## config.mk

```make
export PLATFORM = sky130hd
export DESIGN_NAME = ram_responder_flat
export DESIGN_NICKNAME = d
export VERILOG_FILES = /design/src/rtl/ram_if.sv /design/src/rtl/ram_responder.sv /design/src/flat_wrapper.sv
export SDC_FILE = /design/constraint.sdc
export NUM_CORES = 2
export LEC_CHECK = 0
export ABC_AREA = 1
export CAP_MARGIN = 20
export CELL_PAD_IN_SITES_DETAIL_PLACEMENT = 2
export CELL_PAD_IN_SITES_GLOBAL_PLACEMENT = 2
export CORE_MARGIN = 4
export CORE_UTILIZATION = 40
export DETAILED_ROUTE_END_ITERATION = 16
export PLACE_DENSITY_LB_ADDON = 0.1
export SLEW_MARGIN = 5
export SYNTH_ARGS = -nofsm -noshare
export SYNTH_HDL_FRONTEND = slang
export SYNTH_SLANG_ARGS = --single-unit
```

## constraint.sdc

```tcl
create_clock -name clk -period 5.85 [get_ports clk]
set_input_delay 1.17 -clock clk [delete_from_list [all_inputs] [get_ports clk]]
set_output_delay 1.17 -clock clk [all_outputs]
set_load 0.1 [all_outputs]
```

## src/rtl/ram_if.sv

```systemverilog
// ram_if: request/response bundle between the EX/MEM pipeline register and the data-memory responder
//   i_e_read_ram, i_e_write_ram : read / write request enables
//   i_address_ram               : 32-bit byte address
//   i_din_ram                   : 32-bit write data
//   o_busy                      : access in flight, upstream holds its request
//   o_done, o_error             : one-cycle completion pulse and illegal-request flag
//   o_dout_ram                  : read data, valid with o_done
interface ram_if;
    logic        i_e_read_ram;
    logic        i_e_write_ram;
    logic [31:0] i_address_ram;
    logic [31:0] i_din_ram;
    logic        o_busy;
    logic        o_done;
    logic        o_error;
    logic [31:0] o_dout_ram;
    modport master (
        output i_e_read_ram, i_e_write_ram, i_address_ram, i_din_ram,
        input  o_busy, o_done, o_error, o_dout_ram
    );
    modport slave (
        input  i_e_read_ram, i_e_write_ram, i_address_ram, i_din_ram,
        output o_busy, o_done, o_error, o_dout_ram
    );
endinterface

```

## src/rtl/ram_responder.sv

```systemverilog
// ram_responder: word-array data memory answering read/write requests after a fixed access latency
//   clk   : rising-edge clock
//   rst_n : asynchronous active-low reset
//   bus   : ram_if slave side (requests in; busy/done/error/read data out)
module ram_responder #(
    parameter int DEPTH_LOG2 = 6,
    parameter int LATENCY    = 2
) (
    input  logic clk,
    input  logic rst_n,
    ram_if.slave bus
);
    typedef enum logic [1:0] {IDLE, WAIT, DONE} state_t;
    state_t                state, state_n;
    logic [3:0]            cnt;
    logic [DEPTH_LOG2-1:0] idx_q;
    logic [31:0]           din_q;
    logic                  wr_q;
    logic                  err_q;
    logic                  error_q;
    logic [31:0]           dout_q;
    logic [31:0]           mem [2**DEPTH_LOG2];
    logic                  req;
    logic                  bad;
    logic                  go;
    always_comb begin
        req = bus.i_e_read_ram | bus.i_e_write_ram;
        bad = (|bus.i_address_ram[1:0]) | (|bus.i_address_ram[31:DEPTH_LOG2+2])
            | (bus.i_e_read_ram & bus.i_e_write_ram);
        go = (state == WAIT) && (cnt == 4'd0);
        state_n = (state == IDLE) ? (req ? WAIT : IDLE)
                : (state == WAIT) ? (go ? DONE : WAIT)
                : IDLE;
    end
    always_ff @(posedge clk or negedge rst_n) begin
        if (!rst_n) state <= IDLE;
        else        state <= state_n;
    end
    always_ff @(posedge clk or negedge rst_n) begin
        if (!rst_n) begin
            cnt     <= '0;
            idx_q   <= '0;
            din_q   <= '0;
            wr_q    <= 1'b0;
            err_q   <= 1'b0;
            error_q <= 1'b0;
            dout_q  <= '0;
        end else begin
            if (state == IDLE && req) begin
                cnt   <= 4'(LATENCY - 1);
                idx_q <= bus.i_address_ram[DEPTH_LOG2+1:2];
                din_q <= bus.i_din_ram;
                wr_q  <= bus.i_e_write_ram;
                err_q <= bad;
            end else if (state == WAIT && cnt != 4'd0) begin
                cnt <= cnt - 4'd1;
            end
            // error is only meaningful alongside done, so it lives for the DONE cycle only
            error_q <= go & err_q;
            if (go && err_q)            dout_q <= '0;
            else if (go && !wr_q)       dout_q <= mem[idx_q];
        end
    end
    // Array is deliberately outside the reset domain; a reset mid-access forces IDLE, so go
    // stays low and the pending write is dropped.
    always_ff @(posedge clk) begin
        if (go && wr_q && !err_q) mem[idx_q] <= din_q;
    end
    assign bus.o_busy     = state != IDLE;
    assign bus.o_done     = state == DONE;
    assign bus.o_error    = error_q;
    assign bus.o_dout_ram = dout_q;
endmodule
```

## src/flat_wrapper.sv

```systemverilog
// flat-port wrapper written by rule: the top's interface ports become plain ports
module ram_responder_flat 
#(
    parameter int DEPTH_LOG2 = 6,
    parameter int LATENCY    = 2
)
  (clk, rst_n, bus_i_e_read_ram, bus_i_e_write_ram, bus_i_address_ram, bus_i_din_ram, bus_o_busy, bus_o_done, bus_o_error, bus_o_dout_ram);
  ram_if bus_i ();
  input  logic clk;
  input  logic rst_n;
  input wire logic [$bits(bus_i.i_e_read_ram)-1:0] bus_i_e_read_ram;
  input wire logic [$bits(bus_i.i_e_write_ram)-1:0] bus_i_e_write_ram;
  input wire logic [$bits(bus_i.i_address_ram)-1:0] bus_i_address_ram;
  input wire logic [$bits(bus_i.i_din_ram)-1:0] bus_i_din_ram;
  output wire logic [$bits(bus_i.o_busy)-1:0] bus_o_busy;
  output wire logic [$bits(bus_i.o_done)-1:0] bus_o_done;
  output wire logic [$bits(bus_i.o_error)-1:0] bus_o_error;
  output wire logic [$bits(bus_i.o_dout_ram)-1:0] bus_o_dout_ram;
  assign bus_i.i_e_read_ram = bus_i_e_read_ram;
  assign bus_i.i_e_write_ram = bus_i_e_write_ram;
  assign bus_i.i_address_ram = bus_i_address_ram;
  assign bus_i.i_din_ram = bus_i_din_ram;
  assign bus_o_busy = bus_i.o_busy;
  assign bus_o_done = bus_i.o_done;
  assign bus_o_error = bus_i.o_error;
  assign bus_o_dout_ram = bus_i.o_dout_ram;
  ram_responder #(.DEPTH_LOG2(DEPTH_LOG2), .LATENCY(LATENCY)) u_core (.clk(clk), .rst_n(rst_n), .bus(bus_i));
endmodule
```

# ---- Yosys cells after proc, flatten, opt, wreduce, memory -nomap -nowiden
# Memory sizes are Yosys's and may differ from the RTL's.
# Cells that the tools add are included.
dict set report word_totals {
  register_bits 79
  ramBits 2048
  in_bits 68
  out_inout_bits 35
  word_cells 44
  mem_count 1
}
# memory depth width read_ports rd_ports_with_merged_regs wr line
set memory_table {}
lappend memory_table {u_core.mem 64 32 1 0 1 ram_responder.sv:22} ;# logic [31:0] mem [2**DEPTH_LOG2];
dict set report classes {
  add_sub_neg 1
  n_eq_ne 2
  n_mux 10
  bitwise_logic 5
  n_reduce_logical 17
}
# op count
set op_table {}
lappend op_table {{$mux W32} 2}
lappend op_table {{$reduce_or A24 Y1} 1}
lappend op_table {{$mux W4} 2}
lappend op_table {{$logic_and A1 B1 Y1} 7}
lappend op_table {{$mux W2} 3}
lappend op_table {{$reduce_bool A2 Y1} 3}
lappend op_table {{$logic_not A4 Y1} 1}
lappend op_table {{$reduce_bool A4 Y1} 1}
lappend op_table {{$sub A4 B1 Y4 const B} 1}
lappend op_table {{$mux W1} 3}
lappend op_table {{$or A1 B1 Y1} 3}
lappend op_table {{$and A1 B1 Y1} 2}
lappend op_table {{$eq A2 B1 Y1 const B} 1}
lappend op_table {{$eq A2 B2 Y1 const B} 1}
lappend op_table {{$logic_not A1 Y1} 2}
lappend op_table {{$logic_not A2 Y1} 1}
lappend op_table {{$reduce_or A2 Y1} 1}

# ---- Logic depth before layout (Yosys ltp)
dict set report depth {
  depth_word 6
  mapped_depth 16
  mapped_depth_nobuf 13
}

# ---- Worst setup path after synthesis
# Ideal clock, no wire load.
dict set report synth_timing {
  path_kind {register -> register}
  startpoint {register u_core.cnt[0]}
  endpoint {memory u_core.mem[0][0] (enable)}
  setup_time_ns 0.421
  arrival_time_ns 2.780
  t_required_ns 5.429
  path_slack_ns 2.649
  stages_incl_launch_ff 9
  n_path_buf 0
  synth_period_minus_slack_ns 3.201
  cell_sequence {dfrtp_1 -> inv_1 -> ha_1 -> nand2_1 -> nor3_2 -> inv_1 -> nor3_4 -> nand3_1 -> nor2_1}
}
dict set report synth_via {
  elab_chain_cells 6
}
# item line
set synth_rtl {}
lappend synth_rtl {{start, declared} ram_responder.sv:15} ;# logic [3:0] cnt;
lappend synth_rtl {{start signal, assigned} ram_responder.sv:50} ;# cnt <= 4'(LATENCY - 1);
lappend synth_rtl {{start signal, assigned} ram_responder.sv:56} ;# cnt <= cnt - 4'd1;
lappend synth_rtl {{$logic_not A4 Y1} ram_responder.sv:30} ;# go = (state == WAIT) && (cnt == 4'd0);
lappend synth_rtl {{$logic_and A1 B1 Y1} ram_responder.sv:30}
lappend synth_rtl {{$logic_and A1 B1 Y1 (2 in series)} ram_responder.sv:67} ;# if (go && wr_q && !err_q) mem[idx_q] <= din_q;
lappend synth_rtl {{$mux W1} ram_responder.sv:67}
lappend synth_rtl {{$mux W1 (not written as such)} ram_responder.sv:67}
lappend synth_rtl {{end, declared} ram_responder.sv:22}
# Every way passes these cells.

# ---- Worst setup path after layout
dict set report layout_timing {
  startpoint {register u_core.idx_q[0]}
  endpoint {register u_core.dout_q[0], in the netlist u_core.bus.o_dout_ram[0]}
}
dict set report layout_via {
  elab_chain_cells 3
}
# item line
set layout_rtl {}
lappend layout_rtl {{start, declared} ram_responder.sv:16} ;# logic [DEPTH_LOG2-1:0] idx_q;
lappend layout_rtl {{start signal, assigned} ram_responder.sv:51} ;# idx_q <= bus.i_address_ram[DEPTH_LOG2+1:2];
lappend layout_rtl {{$mem_v2 Z64 W32} n/a}
lappend layout_rtl {{$mux W32} ram_responder.sv:61} ;# else if (go && !wr_q) dout_q <= mem[idx_q];
lappend layout_rtl {{$mux W32} ram_responder.sv:60} ;# if (go && err_q) dout_q <= '0;
lappend layout_rtl {{end signal, assigned} ram_responder.sv:61}
lappend layout_rtl {{end, declared} ram_responder.sv:21} ;# logic [31:0] dout_q;
# Every way passes these cells. The select of a mux whose other input is x is not followed.
# A chain may end at the register's enable or synchronous reset.

==> results list <==
* Worst-path cell with the longest stage delay: sky130_fd_sc_hd__dfrtp_4
- Setup CP Type: reg -> reg
- The kind of cell with the highest combined delay along the critical path is simple AND/OR/NAND/NOR gates.
* Final hold violation count: 0
* Post-Syn Area: 88900 um^2
- For this run, the share of the core covered by cells in the final layout is 0.459.
- Drc violations: 0
- Starting Density: 0.403
- The clock arrives with 0.0371 ns of skew.
- Final weighted congestion of routability-driven global placement: 0.775
- Of the cells placed in the final design, the portion with a size suffix greater than 1 is 0.0654.
- Power Density: 509 nW/um^2
- Register-to-register setup slack: around 1.8 ns
- Measured along the y axis, the die boundary spans 479 um.
- The number of different library cells used by synthesis comes to 25.
- Crit path max fanout: 148
- Max H-tree Level: 4
- Sequential area share after synthesis: 0.714
* Number of global-route vias before repair: 70.4k
- For this run the aggregate overflow at the end of global routing stands at 0.
- Clock tree synthesis found a total of 2127 sinks.
- Summed over all layers, the routed wires come to 310000 um.
- Startpoint Class: flip-flop
* Via count of the routed design: ~64k
- Summing all non-filler instances in the final layout gives an area of 101000 um^2.
- Path category of the worst min-delay check: in -> async
- Gr usage total: 0.266
- Clk buf depth: 3
- The first global-routing pass estimated 457000 um of wire.
- The initial antenna violation count came to 9.
* Number of nets still failing antenna checks after routing: 0
- Core Box Area: about 220000 um^2
- Once detailed placement completed, the half-perimeter wirelength came to 174000 um.
- Period utilization: 0.700
- Number of max-cap violations: 0
- Outcome: complete, no violations
- For this block, the initial DRC count from the detailed router was 5019.
- In this run, CTS created clock tree buffers numbering about 230.
- Post-CTS Setup Inserts: 0
* Buffer cell driving the clock tree root: sky130_fd_sc_hd__clkbuf_16
* Critical path data arrival time: 4.90 ns
- The critical path goes through buf_4 > buf_12 > nand2_1 > nand2_1 > nand2_1 > nand2_1 > nand2_1 > nand2_1 > nand2_1 > nand2_1 > nor2_1 > nand2_1 > nand2_1 > nand2_1.
- Layout Nets: 8879
* Post-Synthesis Mean Instance Area: 10.2 um^2
- Post-placement cell area: 93700 um^2
- Depth of the worst register-to-register path: 14
* Hold Buf Count CTS: 0
- Counting tap cells, the placed design contains a total of 11.5k instances.
* Die Area: 230000 um^2
- Worst slew margin relative to its limit: 0.249
- Critical path data required time: 6.65 ns
- Total of buffers placed on input and output ports: between 100 and 150
* Final worst-path setup slack: 1.75 ns
* Critical register-to-register path startpoint: u_core.idx_q[0]
- In this run the count of I/O pins placed on the die edge is 103.
* Setup violation total in the final timing report: 0
* Max-slew violations: 0
- Largest vdd supply drop: 0.000662 V
- OpenSTA, run right after detailed placement, puts the worst setup slack at 1.81 ns.
* Number of vias per cell after detailed routing: around 5.3
- CP Capture Type: flip-flop
- Number of instances resized during post-cts repair: 0
* Shortest period the worst path allows: 4.10 ns
- CTS tree: done
- Setup repair after global routing left no endpoint under its margin.
- Reg2Reg Capture Point: u_core.bus.o_dout_ram[0]
- LEAKAGE: approximately 42 nW
- The floorplan has 172 rows.
- The pre-antenna-repair detailed-routing pass consisted of 7 iterations.
- At the later pin of the worst-skew pair, clock insertion delay measures 0.88 ns.
- Critical Path Most Common Cell: sky130_fd_sc_hd__nand2_1
- Cell Count, Final, Fillers Out: 12.0k
- Peak clock frequency supported by timing: 244 MHz
- Clk pin slew, worst setup/hold paths: roughly 0.060 ns
- Longest individual stage delay on the worst path: 0.92 ns
* Slew of the pin with the lowest slew margin: 1.13 ns
- Mapped Nets: 8813
* Synthesis warning total: 0
* Setup TNS: 0 ns
- Entering global routing, the biggest net connects 199 pins.
- In the final routed layout, each cell accounts on average for 25.9 um.
- Relative to the synthesized area, the layout overhead comes to 13.8%.
- X dimension of the die: around 480 um
- The number of buffers and inverters on the critical path is 2.
- Synthesis inferred 2127 register bits.
- Synthesis produced 8743 cells.
==> final cells by class <==
class	count	area (um^2)
fill	23031	119000
clock buffer	339	6580
clock inverter	92	758
timing repair buffer	262	2540
multi-input combinational	6144	23800
antenna	4	10.0
tap	2958	3700
sequential	2127	63500
inverter	40	173
==> logic make-up (layout without fill, tap and decap cells) <==
group | Yosys count | after routing | share of synthesized area
AO/OA/AOI/OAI | 32 | 32 | 0.00203
flip-flops | 2127 | 2127 | 0.714
AND/OR/NAND/NOR | 6110 | 6110 | 0.259
other | 0 | 4 | 0
buffers and inverters | 472 | 733 | 0.0239
adder cells (fa/ha/maj) | 2 | 2 | 0.000282
==> placed cells by master, fill, tap and decap left out, types with 8 or more instances in the layout <==
cell,instances
sky130_fd_sc_hd__clkinv_1,44
sky130_fd_sc_hd__clkinv_2,30
sky130_fd_sc_hd__clkbuf_8,18
sky130_fd_sc_hd__nand3_1,18
sky130_fd_sc_hd__buf_4,136
sky130_fd_sc_hd__bufinv_16,12
sky130_fd_sc_hd__dfrtp_4,12
sky130_fd_sc_hd__nor2_4,65
sky130_fd_sc_hd__edfxtp_1,2048
sky130_fd_sc_hd__nand2_1,5922
sky130_fd_sc_hd__clkbuf_1,80
sky130_fd_sc_hd__clkbuf_16,241
sky130_fd_sc_hd__dfrtp_1,44
sky130_fd_sc_hd__nor3_4,8
sky130_fd_sc_hd__buf_12,24
sky130_fd_sc_hd__inv_1,35
sky130_fd_sc_hd__nor2_1,80
sky130_fd_sc_hd__o21ai_0,14
sky130_fd_sc_hd__dfrtp_2,23
sky130_fd_sc_hd__clkdlybuf4s50_1,101
==> routing by layer <==
layer / global-route usage / share of wire
met5: 0 / 0.000042
met1: 0.358 / 0.44
met4: 0.0668 / 0.022
met3: 0.0291 / 0.042
met2: 0.461 / 0.50
==> cell usage after synthesis (all sizes together) <==
library cell	count	area share
clkinv	1	0.000042
clkbuf	126	0.0053
o21ai	19	0.0011
nor3	11	0.0012
nand2	5922	0.25
o211ai	7	0.00059
or2	5	0.00035
nor2	145	0.0061
a21oi	4	0.00023
inv	39	0.0016
dfrtp	79	0.022
edfxtp	2048	0.69
o22ai	2	0.00014
buf	306	0.017
nand4	2	0.00014
ha	2	0.00028
nand3	18	0.0010
nor4	7	0.00049
==> where the power goes <==
part           internal [W]  total, W  switching (W)
sequential           0.0190    0.0200        0.00107
clock               0.00826    0.0144        0.00612
combinational       0.00361    0.0171         0.0135
total                0.0308    0.0515         0.0207
==> sequential cells by signal, summed over array words and instances, names as in the netlist <==
register	cells
u_core.din_q	32
u_core.cnt	4
u_core.idx_q	6
u_core.err_q	1
u_core.state	2
u_core.mem	2048
u_core.wr_q	1
u_core.bus.o_dout_ram	32
u_core.bus.o_error	1
==> stage by stage <==
stage / hold WS, ns / power (W)
3_3_place_gp: 0.451 / 0.0367
3_5_place_dp: 0.466 / 0.0374
2_1_floorplan: 0.434 / 0.0299
5_1_grt: 0.284 / 0.0543
4_1_cts: 0.235 / 0.0519
6_report: 0.280 / 0.0515
==> worst reg2reg max path, stage by stage (launching register included) <==
cell	delay (ns)
sky130_fd_sc_hd__dfrtp_4	0.92
sky130_fd_sc_hd__buf_4	0.75
sky130_fd_sc_hd__buf_12	0.53
sky130_fd_sc_hd__nand2_1	0.56
sky130_fd_sc_hd__nand2_1	0.11
sky130_fd_sc_hd__nand2_1	0.05
sky130_fd_sc_hd__nand2_1	0.09
sky130_fd_sc_hd__nand2_1	0.05
sky130_fd_sc_hd__nand2_1	0.16
sky130_fd_sc_hd__nand2_1	0.13
sky130_fd_sc_hd__nand2_1	0.37
sky130_fd_sc_hd__nor2_1	0.12
sky130_fd_sc_hd__nand2_1	0.08
sky130_fd_sc_hd__nand2_1	0.05
sky130_fd_sc_hd__nand2_1	0.08
==> how the worst max path moves through the flow <==
stage                                from                   endpoint  cells past startpoint
after floorplan             u_core.cnt[0]           u_core.mem[0][0]                      8
after global placement    u_core.idx_q[0]  u_core.bus.o_dout_ram[10]                     15
after detailed placement    u_core.cnt[0]           u_core.mem[6][0]                      9
after CTS                   u_core.cnt[0]           u_core.mem[6][0]                      9
after global routing      u_core.idx_q[0]  u_core.bus.o_dout_ram[17]                     14
final                     u_core.idx_q[0]   u_core.bus.o_dout_ram[0]                     14
Note: power is estimated with default switching activity, not from simulation.
